## config.mk

```make
export PLATFORM = sky130hd
export DESIGN_NAME = iterative_divider_seq
export DESIGN_NICKNAME = d
export VERILOG_FILES = /design/src/rtl/iterative_divider_seq.sv
export SDC_FILE = /design/constraint.sdc
export NUM_CORES = 1
export LEC_CHECK = 0
export ABC_AREA = 1
export CAP_MARGIN = 20
export CORE_MARGIN = 5
export CORE_UTILIZATION = 52
export DETAILED_ROUTE_END_ITERATION = 10
export GPL_TIMING_DRIVEN = 0
export PLACE_DENSITY = 0.74
export SYNTH_ARGS = -nofsm -noshare
export SYNTH_HDL_FRONTEND = slang
export SYNTH_SLANG_ARGS = --single-unit
```

## constraint.sdc

```tcl
create_clock -name in_clk -period 4.47 [get_ports in_clk]
set_clock_uncertainty 0.05 [all_clocks]
set_input_delay 0.6705 -clock in_clk [delete_from_list [all_inputs] [get_ports in_clk]]
set_output_delay 0.6705 -clock in_clk [all_outputs]
set_load 0.05 [all_outputs]
```

## src/rtl/iterative_divider_seq.sv

```systemverilog
// Multi-cycle signed/unsigned divider: non-restoring iteration on magnitudes,
// BITS_PER_CYCLE quotient bits per ITER cycle, sign fix-up in a final FIX cycle.
module iterative_divider_seq #(
  parameter int WIDTH          = 32,
  parameter int BITS_PER_CYCLE = 1
) (
  input  logic             in_clk,
  input  logic             in_reset,
  input  logic             in_start,
  input  logic             in_signed,
  input  logic [WIDTH-1:0] in_dividend,
  input  logic [WIDTH-1:0] in_divisor,
  output logic             out_busy,
  output logic             out_done,
  output logic [WIDTH-1:0] out_quotient,
  output logic [WIDTH-1:0] out_remainder,
  output logic             out_div_by_zero,
  output logic             out_overflow,
  output logic [2:0]       out_dbg_state
);

  localparam int N     = WIDTH / BITS_PER_CYCLE;
  localparam int CNT_W = $clog2(N + 1);

  localparam logic [2:0] S_IDLE = 3'd0;
  localparam logic [2:0] S_PREP = 3'd1;
  localparam logic [2:0] S_ITER = 3'd2;
  localparam logic [2:0] S_FIX  = 3'd3;
  localparam logic [2:0] S_DONE = 3'd4;

  logic [2:0]       state_q, state_d;
  logic [WIDTH-1:0] dvd_q, dvd_d;
  logic [WIDTH-1:0] dvs_q, dvs_d;
  logic             sgn_q, sgn_d;
  logic [WIDTH-1:0] qd_q, qd_d;
  logic [WIDTH:0]   r_q, r_d;
  logic [CNT_W-1:0] cnt_q, cnt_d;
  logic             neg_quo_q, neg_quo_d;
  logic             neg_rem_q, neg_rem_d;
  logic             ovf_pend_q, ovf_pend_d;
  logic [WIDTH-1:0] quo_q, quo_d;
  logic [WIDTH-1:0] rem_q, rem_d;
  logic             dbz_q, dbz_d;
  logic             ovf_q, ovf_d;

  logic [WIDTH:0]   r_t;
  logic [WIDTH-1:0] q_t;
  logic [WIDTH-1:0] r_fix;
  logic [WIDTH-1:0] mag_a;
  logic [WIDTH-1:0] mag_b;

  always_comb begin
    state_d    = state_q;
    dvd_d      = dvd_q;
    dvs_d      = dvs_q;
    sgn_d      = sgn_q;
    qd_d       = qd_q;
    r_d        = r_q;
    cnt_d      = cnt_q;
    neg_quo_d  = neg_quo_q;
    neg_rem_d  = neg_rem_q;
    ovf_pend_d = ovf_pend_q;
    quo_d      = quo_q;
    rem_d      = rem_q;
    dbz_d      = dbz_q;
    ovf_d      = ovf_q;
    r_t        = r_q;
    q_t        = qd_q;
    r_fix      = r_q[WIDTH-1:0];
    mag_a      = (sgn_q && dvd_q[WIDTH-1]) ? -dvd_q : dvd_q;
    mag_b      = (sgn_q && dvs_q[WIDTH-1]) ? -dvs_q : dvs_q;

    case (state_q)
      S_IDLE, S_DONE: begin
        state_d = S_IDLE;
        if (in_start) begin
          dvd_d   = in_dividend;
          dvs_d   = in_divisor;
          sgn_d   = in_signed;
          state_d = S_PREP;
        end
      end
      S_PREP: begin
        neg_quo_d  = sgn_q & (dvd_q[WIDTH-1] ^ dvs_q[WIDTH-1]);
        neg_rem_d  = sgn_q & dvd_q[WIDTH-1];
        ovf_pend_d = sgn_q && (dvd_q == {1'b1, {(WIDTH-1){1'b0}}}) && (dvs_q == '1);
        qd_d       = mag_a;
        dvs_d      = mag_b;
        r_d        = '0;
        cnt_d      = CNT_W'(N);
        if (dvs_q == '0) begin
          // dvd_q still holds the raw dividend, reported unmodified
          quo_d   = '1;
          rem_d   = dvd_q;
          dbz_d   = 1'b1;
          ovf_d   = 1'b0;
          state_d = S_DONE;
        end else begin
          state_d = S_ITER;
        end
      end
      S_ITER: begin
        // W+1-bit arithmetic may wrap in the shift, but each step lands in [-d, d)
        for (int i = 0; i < BITS_PER_CYCLE; i++) begin
          if (!r_t[WIDTH]) r_t = {r_t[WIDTH-1:0], q_t[WIDTH-1]} - {1'b0, dvs_q};
          else             r_t = {r_t[WIDTH-1:0], q_t[WIDTH-1]} + {1'b0, dvs_q};
          q_t = {q_t[WIDTH-2:0], ~r_t[WIDTH]};
        end
        r_d   = r_t;
        qd_d  = q_t;
        cnt_d = cnt_q - CNT_W'(1);
        if (cnt_q == CNT_W'(1)) state_d = S_FIX;
      end
      S_FIX: begin
        r_fix   = r_q[WIDTH] ? (r_q[WIDTH-1:0] + dvs_q) : r_q[WIDTH-1:0];
        quo_d   = neg_quo_q ? -qd_q : qd_q;
        rem_d   = neg_rem_q ? -r_fix : r_fix;
        dbz_d   = 1'b0;
        ovf_d   = ovf_pend_q;
        state_d = S_DONE;
      end
      default: state_d = S_IDLE;
    endcase
  end

  always_ff @(posedge in_clk) begin
    if (in_reset) begin
      state_q    <= S_IDLE;
      dvd_q      <= '0;
      dvs_q      <= '0;
      sgn_q      <= 1'b0;
      qd_q       <= '0;
      r_q        <= '0;
      cnt_q      <= '0;
      neg_quo_q  <= 1'b0;
      neg_rem_q  <= 1'b0;
      ovf_pend_q <= 1'b0;
      quo_q      <= '0;
      rem_q      <= '0;
      dbz_q      <= 1'b0;
      ovf_q      <= 1'b0;
    end else begin
      state_q    <= state_d;
      dvd_q      <= dvd_d;
      dvs_q      <= dvs_d;
      sgn_q      <= sgn_d;
      qd_q       <= qd_d;
      r_q        <= r_d;
      cnt_q      <= cnt_d;
      neg_quo_q  <= neg_quo_d;
      neg_rem_q  <= neg_rem_d;
      ovf_pend_q <= ovf_pend_d;
      quo_q      <= quo_d;
      rem_q      <= rem_d;
      dbz_q      <= dbz_d;
      ovf_q      <= ovf_d;
    end
  end

  assign out_busy        = (state_q == S_PREP) || (state_q == S_ITER) || (state_q == S_FIX);
  assign out_done        = (state_q == S_DONE);
  assign out_quotient    = quo_q;
  assign out_remainder   = rem_q;
  assign out_div_by_zero = dbz_q;
  assign out_overflow    = ovf_q;
  assign out_dbg_state   = state_q;

endmodule

```

[After elaboration in Yosys (flattened, before gate mapping)]
Cells that the tools add are included.
Storage, ports and cells
  flip-flop bits (word level): 208
  input port bits: 68
  output and inout port bits: 71
  word-level logic and storage cells: 76
Cells by class
  $add $sub $neg: 8
  equality and inequality tests: 11
  muxes and demuxes: 24
  bitwise logic cells: 4
  reduce and logical (&&, ||, !) cells: 15
Operator list (count)
  $mux W32: 8
  $pmux W32 S2: 4
  $neg A32 Y32: 4
  $mux W33: 2
  $pmux W33 S2: 1
  $eq A32 B32 Y1 const B: 2
  $add A33 B32 Y33: 1
  $sub A33 B32 Y33: 1
  $add A32 B32 Y32: 1
  $logic_not A32 Y1: 1
  $pmux W3 S4: 1
  $pmux W6 S2: 1
  $ne A2 B2 Y1 const B: 4
  $eq A3 B2 Y1 const B: 2
  $eq A6 B1 Y1 const B: 1
  $mux W3: 2
  $reduce_bool A2 Y1: 3
  $sub A6 B1 Y6 const B: 1
  $logic_and A1 B1 Y1: 4
  $pmux W1 S2: 2
  $reduce_and A2 Y1: 2
  $eq A3 B1 Y1 const B: 1
  $eq A3 B3 Y1 const B: 1
  $logic_not A3 Y1: 1
  other kinds (7): 11

[Logic depth before layout (Yosys ltp)]
  word-level depth: 5
  mapped depth: 25
  depth with buffers taken out: 25

[Least setup slack after synthesis]
OpenSTA, ideal clock, no wires.
  path type: reg2reg
  start: reg r_q[32]
  end: reg qd_q[0]
  data arrival time: 3295 ps
  required time: 4286 ps
  slack: 991 ps
  stages on the path, launching flop included: 23
  path buffers: 5
  clock period less this slack: 3479 ps
  path through: dfxtp_1 > buf_2 > buf_2 > buf_2 > clkbuf_1 > clkbuf_1 > nand2_1 > o21ai_0 > inv_1 > fa_1 > inv_1 > nand2_1 > o21ai_1 > a21oi_1 > o21ai_1 > nand3_1 > nand3b_1 > a21o_1 > nand2_1 > nand3b_1 > nand3_1 > nand2_1 > a21oi_1
On the way
  word-level cells in the longest chain between the ends: 4
Ends and longest elaborated chain
  from (decl): line 36  | logic [WIDTH:0] r_q, r_d;
  from (signal assigned): line 148  | r_q <= r_d;
  $mux W33: line 105  | if (!r_t[WIDTH]) r_t = {r_t[WIDTH-1:0], q_t[WIDTH-1]} - {1'b0, dvs_q};
  $mux W33: line 73  | case (state_q)
  $not A1 Y1: line 107  | q_t = {q_t[WIDTH-2:0], ~r_t[WIDTH]};
  $pmux W32 S2: line 73
  to (signal assigned): line 147  | qd_q <= qd_d;
  to (decl): line 35  | logic [WIDTH-1:0] qd_q, qd_d;
No other way between the ends. The select of a mux whose other input is x is not followed.
A chain may end at the register's enable or synchronous reset.

[Worst setup path after layout]
  start: reg dvs_q[2]
  end: reg qd_q[0]
On the way
  word-level cells in the longest chain between the ends: 5
  elaborated cells between the ends (all ways): 6
  those cells by class: add/sub: 2; mux: 3; bitwise: 1
Ends and longest elaborated chain
  from (decl): line 33  | logic [WIDTH-1:0] dvs_q, dvs_d;
  from (signal assigned): line 145  | dvs_q <= dvs_d;
  $sub A33 B32 Y33 or $add A33 B32 Y33 (tied branches): line 105, 106
  $mux W33 *: line 105
  $mux W33 *: line 73
  $not A1 Y1 *: line 107
  $pmux W32 S2 *: line 73
Mark *: on every way between the ends. The rest lies on a longest branch, timed or not. The select of a mux whose other input is x is not followed.

==> insert_results.sql <==
INSERT INTO impl_metrics (metric_group, metric, value, unit) VALUES
('floorplanning', 'chipWidth', '186.9', 'um'),
('critical_path', 'path_max_fanout', '5', ''),
('critical_path', 'regToRegEndpoint', 'qd_q[0]', ''),
('cts', 'cts.sinks', '208', ''),
('sta', 'final.min_clock_period', '4249', 'ps'),
('finish', 'nNetsFinal', '2993', ''),
('critical_path', 'worst-endpoint-required', '4820', 'ps'),
('finish', 'area_growth', '18.08', '%'),
('cts', 'cts.path.max_buffers', '3', ''),
('yosys', 'synth-warning-count', '0', ''),
('global_routing', 'global_route_wire_length_before_repair', '101.1', 'mm'),
('run', 'cap_viol_max_count', '0', ''),
('critical_path', 'ff2ff_setup_slack', '220', 'ps'),
('yosys', 'postSynthNetCount', '2824', ''),
('sta', 'hold_viol', '0', ''),
('routing', 'final_antenna_net_count', '0', ''),
('routing', 'routed_via_count', '19370', ''),
('place', 'pre_cts_ws', '-769.1', 'ps'),
('yosys', 'netlist_top_cells_area', 'sky130_fd_sc_hd__dfxtp_1, sky130_fd_sc_hd__nand2_1, sky130_fd_sc_hd__a21oi_1, sky130_fd_sc_hd__o21ai_0, sky130_fd_sc_hd__inv_1', ''),
('routing', 'first_drt_iteration_drcs', '2343', ''),
('cts', 'htree_levels', '1', ''),
('yosys', 'synth_area_per_cell', '6.066', 'sq um'),
('finish', 'multi_input_comb_area', '10530', 'sq um'),
('min_path', 'worstHoldPathCells', '2', ''),
('finish', 'finalInstanceArea', '19220', 'sq um'),
('global_routing', 'grt_busiest_layer', 'met2', ''),
('routing', 'vias_per_cell', '5.928', ''),
('global_routing', 'groute.layer.met2.usage', '54.07', '%'),
('global_routing', 'maximum_number_of_pins_on_one_net_before_global_route_repair', '20', ''),
('place', 'dpl-instance-area', '18160', 'sq um'),
('sta', 'postLayoutSetupSlackWorst', '220.7', 'ps'),
('sta', 'hold-worst-slack', '428.3', 'ps'),
('finish', 'final.fill_count', '2992', ''),
('floorplanning', 'fp.dieArea', '34950', 'sq um'),
('sta', 'max_slew.worst_pin.slew', '920.6', 'ps'),
('finish', 'diodes', '0', ''),
('outcome', 'outcome', 'finished clean', ''),
('floorplanning', 'top_level_port_count', '139', ''),
('cts', 'tritoncts', 'yes', ''),
('sta', 'timing.fmax', '235.3', 'MHz'),
('global_routing', 'antenna_found_initial', '2', ''),
('cts', 'cts_buffers', '24', ''),
('power', 'cellLeakagePower', '0.008711', 'uW'),
('floorplanning', 'core-area', '30750', 'sq um'),
('global_routing', 'grt_remaining_overflow', '0', ''),
('yosys', 'syn-instance-count', '2684', ''),
('critical_path', 'worst_path_most_repeated_cell', 'sky130_fd_sc_hd__nand2_1', ''),
('floorplanning', 'initial_core_util', '52.95', '%'),
('finish', 'final_layout_size_suffix_gt1_share', '7.907', '%'),
('yosys', 'synth.distinct_cells', '59', ''),
('critical_path', 'startpoint_type', 'register', ''),
('routing', 'route.detailed.wl_per_inst', '20.18', 'um'),
('critical_path', 'critical_path.top_delay_family', 'simple AND/OR/NAND/NOR gates', ''),
('finish', 'final-instance-count-excl-fill', '3267', ''),
('place', 'dpl.hpwl', '53.44', 'mm'),
('critical_path', 'critical_path_class', 'reg2reg', ''),
('yosys', 'post-synth-top-area-cell', 'sky130_fd_sc_hd__dfxtp_1', ''),
('critical_path', 'worstRegToRegCells', '21', ''),
('power', 'power.density_cell_area', '451.2', 'nW/um^2'),
('global_routing', 'globalRouteMet1Util', '51.85', '%'),
('global_routing', 'grt_overall_usage', '35.99', '%'),
('min_path', 'hold_path_startpoint', 'ovf_pend_q', ''),
('critical_path', 'timing.critical_path.arrival', '4600', 'ps'),
('place', 'globalplace.congestion', '1.009', ''),
('critical_path', 'timing.rr.start', 'dvs_q[2]', ''),
('critical_path', 'delay_of_the_slowest_cell_on_the_worst_path', '390', 'ps'),
('sta', 'unrepaired_setup_endpoints_after_global_routing', 'true', ''),
('sta', 'worst_rel_slew_slack', '38.63', '%'),
('sta', 'final_period_util', '95.06', '%'),
('critical_path', 'worstPathBufferInverterCount', '2', ''),
('sta', 'finalSetupViolations', '0', '');
## sequential cells by signal (all words and copies together) (netlist names)
| name | cells |
|---|---|
| sgn_q | 1 |
| out_dbg_state | 3 |
| neg_rem_q | 1 |
| dvd_q | 32 |
| cnt_q | 6 |
| ovf_pend_q | 1 |
| r_q | 33 |
| qd_q | 32 |
| out_div_by_zero | 1 |
| out_remainder | 32 |
| dvs_q | 32 |
| neg_quo_q | 1 |
| out_overflow | 1 |
| out_quotient | 32 |
## layout by cell type, fill, tap and decap left out, types with 6 or more instances in the layout
master	netlist	final
sky130_fd_sc_hd__nand4_1	29	29
sky130_fd_sc_hd__a221oi_1	8	8
sky130_fd_sc_hd__o211ai_1	30	30
sky130_fd_sc_hd__clkdlybuf4s50_1	0	138
sky130_fd_sc_hd__o22ai_1	7	7
sky130_fd_sc_hd__clkinv_2	1	7
sky130_fd_sc_hd__buf_2	18	16
sky130_fd_sc_hd__clkbuf_1	82	78
sky130_fd_sc_hd__a21o_1	8	8
sky130_fd_sc_hd__nand3_2	8	12
sky130_fd_sc_hd__clkbuf_16	0	24
sky130_fd_sc_hd__inv_1	311	311
sky130_fd_sc_hd__o221ai_1	6	6
sky130_fd_sc_hd__nor3_2	8	6
sky130_fd_sc_hd__or2_2	24	24
sky130_fd_sc_hd__buf_4	1	9
sky130_fd_sc_hd__a31oi_1	37	37
sky130_fd_sc_hd__nor4_1	11	9
sky130_fd_sc_hd__nor2_2	19	20
sky130_fd_sc_hd__nand2_2	24	25
sky130_fd_sc_hd__nand2_1	686	685
sky130_fd_sc_hd__a21oi_2	7	10
sky130_fd_sc_hd__o21ai_0	244	237
sky130_fd_sc_hd__a21oi_1	261	257
sky130_fd_sc_hd__inv_2	22	22
sky130_fd_sc_hd__nor3_1	27	26
sky130_fd_sc_hd__nor2_4	5	6
sky130_fd_sc_hd__dfxtp_1	208	206
sky130_fd_sc_hd__nor2_1	214	212
sky130_fd_sc_hd__ha_1	70	67
sky130_fd_sc_hd__nand3b_1	11	11
sky130_fd_sc_hd__nand3_1	183	179
sky130_fd_sc_hd__clkinv_1	6	6
sky130_fd_sc_hd__o21a_1	8	8
sky130_fd_sc_hd__o21ai_1	20	25
sky130_fd_sc_hd__xor2_1	28	28
## where the power goes
part / switching [uW] / internal, uW / leakage (uW)
logic: 2820 / 1330 / 0.00659
registers: 312 / 2040 / 0.00170
clock network: 874 / 1290 / 0.000427
## per-stage QoR
stage          setup TNS [ps]  total power (uW)
2_1_floorplan               0              5074
3_3_place_gp            -3135              6221
3_5_place_dp            -4013              6287
4_1_cts                     0              8458
5_1_grt                -5.549              9174
6_report                    0              8674
## what timing repair did
item | CTS | global route
hold buffers | 0 | 0
pin swaps | 0 | 12
setup endpoints to repair | 14 | 8
buffers inserted | 1 | 7
resized for setup | 8 | 39
## layout make-up
cell class                 count  area share (%)
buffer                       104           2.298
clock inverter                14           1.067
tap                          396           2.577
clock buffer                  30           3.450
sequential                   208           21.67
inverter                     340           6.645
timing repair buffer         146           7.498
multi-input combinational   2029           54.79
## synth_stat cells, drive strengths merged
cell type  count
dfxtp        208
o21ai        265
a22o           1
a31oi         37
and2           6
inv          333
buf           25
nor2         239
clkbuf        82
a21o           8
a31o           2
a21boi         3
a211oi         2
nand3b        12
o22ai          7
a221oi         8
ha            70
xnor2          8
o31ai          1
o21a           8
a311oi         1
nand3        193
nand4         29
o2111ai        1
xor2          28
fa             2
clkinv         7
a22oi          1
or2           27
o311a          1
nor4          12
o211ai        30
a21oi        268
o21bai         5
o221ai         6
nor3          37
nand2        711
## worst max-delay path by stage
stage | depth (start not counted) | startpoint | slack (ps) | to
2_1_floorplan | 22 | r_q[32] | 990 | qd_q[0]
3_3_place_gp | 22 | r_q[32] | -710 | qd_q[0]
3_5_place_dp | 22 | r_q[32] | -770 | qd_q[0]
4_1_cts | 22 | dvs_q[1] | 20 | r_q[29]
5_1_grt | 20 | r_q[32] | -6 | r_q[30]
6_report | 21 | dvs_q[2] | 220 | qd_q[0]
## logic make-up after synthesis
logic type	Yosys count	share of synthesized area, %
adder cells (fa/ha/maj)	72	5.626
XOR/XNOR	36	1.937
buffers and inverters	447	10.52
AO/OA/AOI/OAI	655	22.02
flip-flops	208	25.58
AND/OR/NAND/NOR	1266	34.32
## tightest hold or removal path, cell delays in order (launching register included)
cell and delay (ps):
sky130_fd_sc_hd__dfxtp_1 320, sky130_fd_sc_hd__nand2_1 60, sky130_fd_sc_hd__a21oi_1 60
## routing by layer
layer | vias to the layer above | part of all wire (%) | wire [um]
li1 | 9211 | - | -
met1 | 8865 | 43 | 28660
met2 | 1128 | 41 | 27040
met3 | 161 | 12 | 8033
met4 | 2 | 3.3 | 2178
met5 | - | 0.020 | 13
(Power assumes the default switching activity.)
